File: src/rtl/watch_time_setter.sv
// Watch-mode timekeeper: HH:MM:SS driven by a 1 Hz prescaler, with a cursor
// that freezes time and lets the user adjust one field with wrap-around.
module watch_time_setter #(
  parameter int TICK_COUNT = 100_000_000,
  parameter int RESET_HOUR = 12
) (
  input  logic       clk,
  input  logic       rst,
  input  logic       i_enable,
  input  logic       i_up_pulse,
  input  logic       i_down_pulse,
  input  logic       i_left_pulse,
  input  logic       i_right_pulse,
  output logic [4:0] o_hour,
  output logic [5:0] o_min,
  output logic [5:0] o_sec,
  output logic [1:0] o_cursor,
  output logic       o_edit,
  output logic       o_blink
);

  localparam int PRESC_W = $clog2(TICK_COUNT);
  localparam int BLINK_W = $clog2(TICK_COUNT / 2);
  localparam logic [PRESC_W-1:0] PRESC_LAST = PRESC_W'(TICK_COUNT - 1);
  localparam logic [PRESC_W-1:0] PRESC_ZERO = {PRESC_W{1'b0}};
  localparam logic [PRESC_W-1:0] PRESC_ONE  = {{(PRESC_W-1){1'b0}}, 1'b1};
  localparam logic [BLINK_W-1:0] BLINK_LAST = BLINK_W'(TICK_COUNT / 2 - 1);
  localparam logic [BLINK_W-1:0] BLINK_ZERO = {BLINK_W{1'b0}};
  localparam logic [BLINK_W-1:0] BLINK_ONE  = BLINK_W'(1);
  localparam logic [4:0]         HOUR_INIT  = 5'(RESET_HOUR);

  typedef enum logic [1:0] {
    CUR_NONE = 2'd0,
    CUR_SEC  = 2'd1,
    CUR_MIN  = 2'd2,
    CUR_HOUR = 2'd3
  } cursor_e;

  function automatic logic [5:0] wrap60(input logic [5:0] v, input logic dec);
    logic [5:0] r;
    if (dec) r = (v == 6'd0)  ? 6'd59 : v - 6'd1;
    else     r = (v == 6'd59) ? 6'd0  : v + 6'd1;
    return r;
  endfunction

  function automatic logic [4:0] wrap24(input logic [4:0] v, input logic dec);
    logic [4:0] r;
    if (dec) r = (v == 5'd0)  ? 5'd23 : v - 5'd1;
    else     r = (v == 5'd23) ? 5'd0  : v + 5'd1;
    return r;
  endfunction

  cursor_e              cursor_r, cursor_nxt_s;
  logic [4:0]           hour_r, hour_nxt_s;
  logic [5:0]           min_r, min_nxt_s;
  logic [5:0]           sec_r, sec_nxt_s;
  logic [PRESC_W-1:0]   presc_r, presc_nxt_s;
  logic [BLINK_W-1:0]   blink_cnt_r, blink_cnt_nxt_s;
  logic                 blink_r, blink_nxt_s;
  logic                 move_s, adj_s, run_s, restart_s;

  // Next-state: cursor stepping, time count / field adjust, blink phase
  always_comb begin
    cursor_nxt_s    = cursor_r;
    hour_nxt_s      = hour_r;
    min_nxt_s       = min_r;
    sec_nxt_s       = sec_r;
    presc_nxt_s     = PRESC_ZERO;
    blink_cnt_nxt_s = BLINK_ZERO;
    blink_nxt_s     = 1'b0;
    move_s          = i_left_pulse | i_right_pulse;

    if (!i_enable) begin
      cursor_nxt_s = CUR_NONE;
    end else if (i_left_pulse && i_right_pulse) begin
      cursor_nxt_s = cursor_r;
    end else if (i_right_pulse) begin
      case (cursor_r)
        CUR_NONE: cursor_nxt_s = CUR_SEC;
        CUR_SEC:  cursor_nxt_s = CUR_MIN;
        CUR_MIN:  cursor_nxt_s = CUR_HOUR;
        default:  cursor_nxt_s = CUR_NONE;
      endcase
    end else if (i_left_pulse) begin
      case (cursor_r)
        CUR_NONE: cursor_nxt_s = CUR_HOUR;
        CUR_HOUR: cursor_nxt_s = CUR_MIN;
        CUR_MIN:  cursor_nxt_s = CUR_SEC;
        default:  cursor_nxt_s = CUR_NONE;
      endcase
    end else begin
      cursor_nxt_s = cursor_r;
    end

    adj_s = i_enable && !move_s && (i_up_pulse ^ i_down_pulse) && (cursor_r != CUR_NONE);
    // A cursor-entry pulse on the tick cycle suppresses the tick
    run_s = (cursor_r == CUR_NONE) && (cursor_nxt_s == CUR_NONE);

    if (run_s) begin
      if (presc_r == PRESC_LAST) begin
        presc_nxt_s = PRESC_ZERO;
        sec_nxt_s   = wrap60(sec_r, 1'b0);
        if (sec_r == 6'd59) begin
          min_nxt_s = wrap60(min_r, 1'b0);
          if (min_r == 6'd59) begin
            hour_nxt_s = wrap24(hour_r, 1'b0);
          end else begin
            hour_nxt_s = hour_r;
          end
        end else begin
          min_nxt_s = min_r;
        end
      end else begin
        presc_nxt_s = presc_r + PRESC_ONE;
      end
    end else if (adj_s) begin
      case (cursor_r)
        CUR_SEC:  sec_nxt_s  = wrap60(sec_r, i_down_pulse);
        CUR_MIN:  min_nxt_s  = wrap60(min_r, i_down_pulse);
        CUR_HOUR: hour_nxt_s = wrap24(hour_r, i_down_pulse);
        default:  sec_nxt_s  = sec_r;
      endcase
    end else begin
      presc_nxt_s = PRESC_ZERO;
    end

    restart_s = (cursor_nxt_s != CUR_NONE) && ((cursor_nxt_s != cursor_r) || adj_s);
    if (cursor_nxt_s == CUR_NONE) begin
      blink_cnt_nxt_s = BLINK_ZERO;
      blink_nxt_s     = 1'b0;
    end else if (restart_s) begin
      blink_cnt_nxt_s = BLINK_ZERO;
      blink_nxt_s     = 1'b1;
    end else if (blink_cnt_r == BLINK_LAST) begin
      blink_cnt_nxt_s = BLINK_ZERO;
      blink_nxt_s     = ~blink_r;
    end else begin
      blink_cnt_nxt_s = blink_cnt_r + BLINK_ONE;
      blink_nxt_s     = blink_r;
    end
  end

  // State registers with synchronous reset
  always_ff @(posedge clk) begin
    if (rst) begin
      cursor_r    <= CUR_NONE;
      hour_r      <= HOUR_INIT;
      min_r       <= 6'd0;
      sec_r       <= 6'd0;
      presc_r     <= PRESC_ZERO;
      blink_cnt_r <= BLINK_ZERO;
      blink_r     <= 1'b0;
    end else begin
      cursor_r    <= cursor_nxt_s;
      hour_r      <= hour_nxt_s;
      min_r       <= min_nxt_s;
      sec_r       <= sec_nxt_s;
      presc_r     <= presc_nxt_s;
      blink_cnt_r <= blink_cnt_nxt_s;
      blink_r     <= blink_nxt_s;
    end
  end

  assign o_hour   = hour_r;
  assign o_min    = min_r;
  assign o_sec    = sec_r;
  assign o_cursor = cursor_r;
  assign o_edit   = (cursor_r != CUR_NONE);
  assign o_blink  = blink_r;

endmodule
File: config.mk
export PLATFORM = sky130hd
export DESIGN_NAME = watch_time_setter
export DESIGN_NICKNAME = d
export VERILOG_FILES = /design/src/rtl/watch_time_setter.sv
export SDC_FILE = /design/constraint.sdc
export NUM_CORES = 1
export LEC_CHECK = 0
export BUFFER_PORTS_ARGS = -buffer_cell sky130_fd_sc_hd__buf_2
export CAP_MARGIN = 20
export CORE_MARGIN = 2
export CORE_UTILIZATION = 65
export CTS_CLUSTER_DIAMETER = 120
export DETAILED_ROUTE_END_ITERATION = 10
export PLACE_DENSITY_LB_ADDON = 0.15
export SETUP_SLACK_MARGIN = 0.2
export SLEW_MARGIN = 20
export SYNTH_ARGS = -nofsm -noshare
export SYNTH_HDL_FRONTEND = slang
export SYNTH_SLANG_ARGS = --single-unit
File: constraint.sdc
create_clock -name clk -period 6.9 [get_ports clk]
set_input_delay 1.38 -clock clk [delete_from_list [all_inputs] [get_ports clk]]
set_output_delay 1.38 -clock clk [all_outputs]
set_load 0.1 [all_outputs]
==> metrics <==
Net Count, Synth 510; Setup crit end kind flip-flop; Top FF cell, synth dfxtp_1; DRC Markers 0; hold crit path type reg -> reg; CTS Root Cell clkbuf_8; fin. max-slew vios 0; # rows 29; Layout area overhead 6.104%; All-Layer GR Usage 23.99%; critical path type in -> reg; Routed WL per cell 13.82 um; unrepaired setup endpoints after global routing no; Place WS 3.288 ns; # resized after CTS 0; Hold Crit Start presc_r[0]; DIE AREA 6991 um2; slowest CP cell a2111o_1; Vias 3437; Slew @ Worst Pin 0.8473 ns; asr flop ratio synth 0%; Core ar. 6241 um2; status finished clean; DRT iter0 DRCs 111; post-route setup slack 3.616 ns; Switching Share 26.40%; Critical Path AT 3.55 ns; Hold WS 0.4464 ns; Post-DRT Antenna Nets 0; critical register-to-register path startpoint o_cursor[1]; synth warn 0; count of final setup violators 0; placed insts 569; cts bufs inserted 9; die height 83.62 um; Req. time, crit path 7.16 ns; H-tree levels 3; dpl hpwl 5.594 mm; setup_tns 0 ns; first-pass GRT wire length 14.21 mm; Final #Nets 524; CP max FO 26; Yosys top cell by area dfxtp_1; non-filler cells, final 584; Tmin final 3.284 ns; final RePlAce weighted congestion 0.8960; cell mode on critical path nor2_1; CP startpoint kind input pin; Lkg Pwr 1.618 nW; #FFs+latches synth 73; Post-Route WL 8.072 mm; fmax 304.5 MHz; initial antenna violation count 0; clk_skew 0.007424 ns; Clk network pwr share 35.9%; PwrDens 177.8 nW/um2; commonest non-fill, non-tap cell in the layout nor2_1; Combinational Power Share 9.2%; Max VDD drop 0.0001374 V; Hold Buf Count CTS 0; vias per cell 5.885; vias in the first global route 3283; worst-skew pair later-pin latency 0.34 ns; post-route clock period utilization 47.59%; number of synthesized flops with an enable pin 0; Setup Fix Bufs, Post-CTS 0; relative slew slack 43.38%; sequential share of power 54.9%; Mapped Avg Cell Area 8.426 um2; GRT Residual Overflow 0; Synth cell types 66; n_diodes 0; Mapped Area 4120 um2; clk sink count 73; Switching Power 0.0002052 W; Clock Pin Slew Worst Setup and Hold Paths 0.07 ns; fin util 70.05%; most frequent cells in the layout 77 x nor2_1, 73 x dfxtp_1, 39 x xor2_1, 31 x nand3_1, 30 x nand2_1; Syn Inst Count 489; Seq/Total Area, Yosys 35.47%; Pint 0.0005722 W; buffer depth of the longest clock path 2; I/O Buffers 27; slowest stage delay, CP 0.71 ns; largest net degree at the start of global routing 32; TritonCTS clock tree built; die width 83.62 um; share of layout cells above drive strength 1 10.65%; I/O pin total 28; post-synth top area share 35.47%; Crit. Startpoint i_right_pulse; Cell Chain, Critical Path buf_2 > mux2i_1 > nor3_1 > nor2_1 > nand3b_1 > a2111o_1 > nor2_1; first-pass iteration count of the detailed router 5; Fin. Hold Viols 0; Starting Density 66.02%; number of max-cap violations 0; top cells by area, synth dfxtp_1 35%, xor2_1 8.3%, nor2_1 7.0%
==> final cells by class <==
cell class | count | area [um2]
Fill cell | 511 | 1869
Tap cell | 77 | 96.34
Clock buffer | 12 | 135.1
Inverter | 21 | 78.83
Timing Repair Buffer | 28 | 142.6
Sequential cell | 73 | 1461
Clock inverter | 3 | 18.77
Multi-Input combinational cell | 370 | 2439
==> worst max-delay path: cells and delay by family <==
| kind | cells | cell delay [ns] |
|---|---|---|
| buf+inv | 1 | 0.16 |
| mux | 1 | 0.14 |
| simple gates | 4 | 1.15 |
| compound gates | 1 | 0.71 |
==> per-stage QoR <==
step	power [W]	cell area, um2
after floorplan	0.0004968	4120
after global placement	0.0005052	4218
after detailed placement	0.0005072	4218
after CTS	0.0007818	4372
after global routing	0.0008048	4372
final	0.0007775	4372
==> registers in the layout, summed over array words and instances (netlist names) <==
| signal | count |
|---|---|
| o_blink | 1 |
| presc_r | 27 |
| o_hour | 5 |
| blink_cnt_r | 26 |
| o_sec | 6 |
| o_cursor | 2 |
| o_min | 6 |
==> metal layers <==
metal	global-route usage, %	vias to the layer above	wire, um
met5	0	-	0
met4	8.798	0	144
met3	4.748	17	325
met2	40.36	73	3858
met1	30.52	1618	3744
li1	-	1729	-
==> synthesized netlist by cell type, drive strengths merged, types with 4 or more instances <==
library cell,count
o21ai,9
and4,4
dfxtp,73
clkbuf,10
nand2b,4
a21oi,13
nand3b,5
ha,14
nor3,18
and3,18
o211ai,7
xor2,39
xnor2,22
nand2,30
inv,21
nor2,77
nand4,12
nor4b,4
buf,14
mux2i,4
a211oi,6
nand3,31
==> final timing paths <==
check	cells past startpoint	end	slack, ns
min reg2reg	1	presc_r[0]	0.45
max reg2reg	8	blink_cnt_r[22]	3.74
max	7	blink_cnt_r[22]	3.62
min	1	presc_r[0]	0.45
==> cells by family after synthesis <==
kind of cell / after synthesis / share of synthesized area (%)
buffers and inverters: 46 / 5.679
AO/OA/AOI/OAI: 65 / 11.96
multiplexers: 6 / 1.518
AND/OR/NAND/NOR: 224 / 28.15
flip-flops: 73 / 35.47
XOR/XNOR: 61 / 12.97
adder cells (fa/ha/maj): 14 / 4.251
==> power groups by stage <==
stage / clock (W) / sequential [W] / combinational, W
floorplan: 0 / 0.000445 / 0.0000515
global placement: 0 / 0.000437 / 0.0000686
detailed placement: 0 / 0.000437 / 0.0000704
CTS: 0.000284 / 0.000427 / 0.0000709
global route: 0.000300 / 0.000427 / 0.0000780
finish: 0.000279 / 0.000427 / 0.0000713
Note: power is estimated with default switching activity, not from simulation.
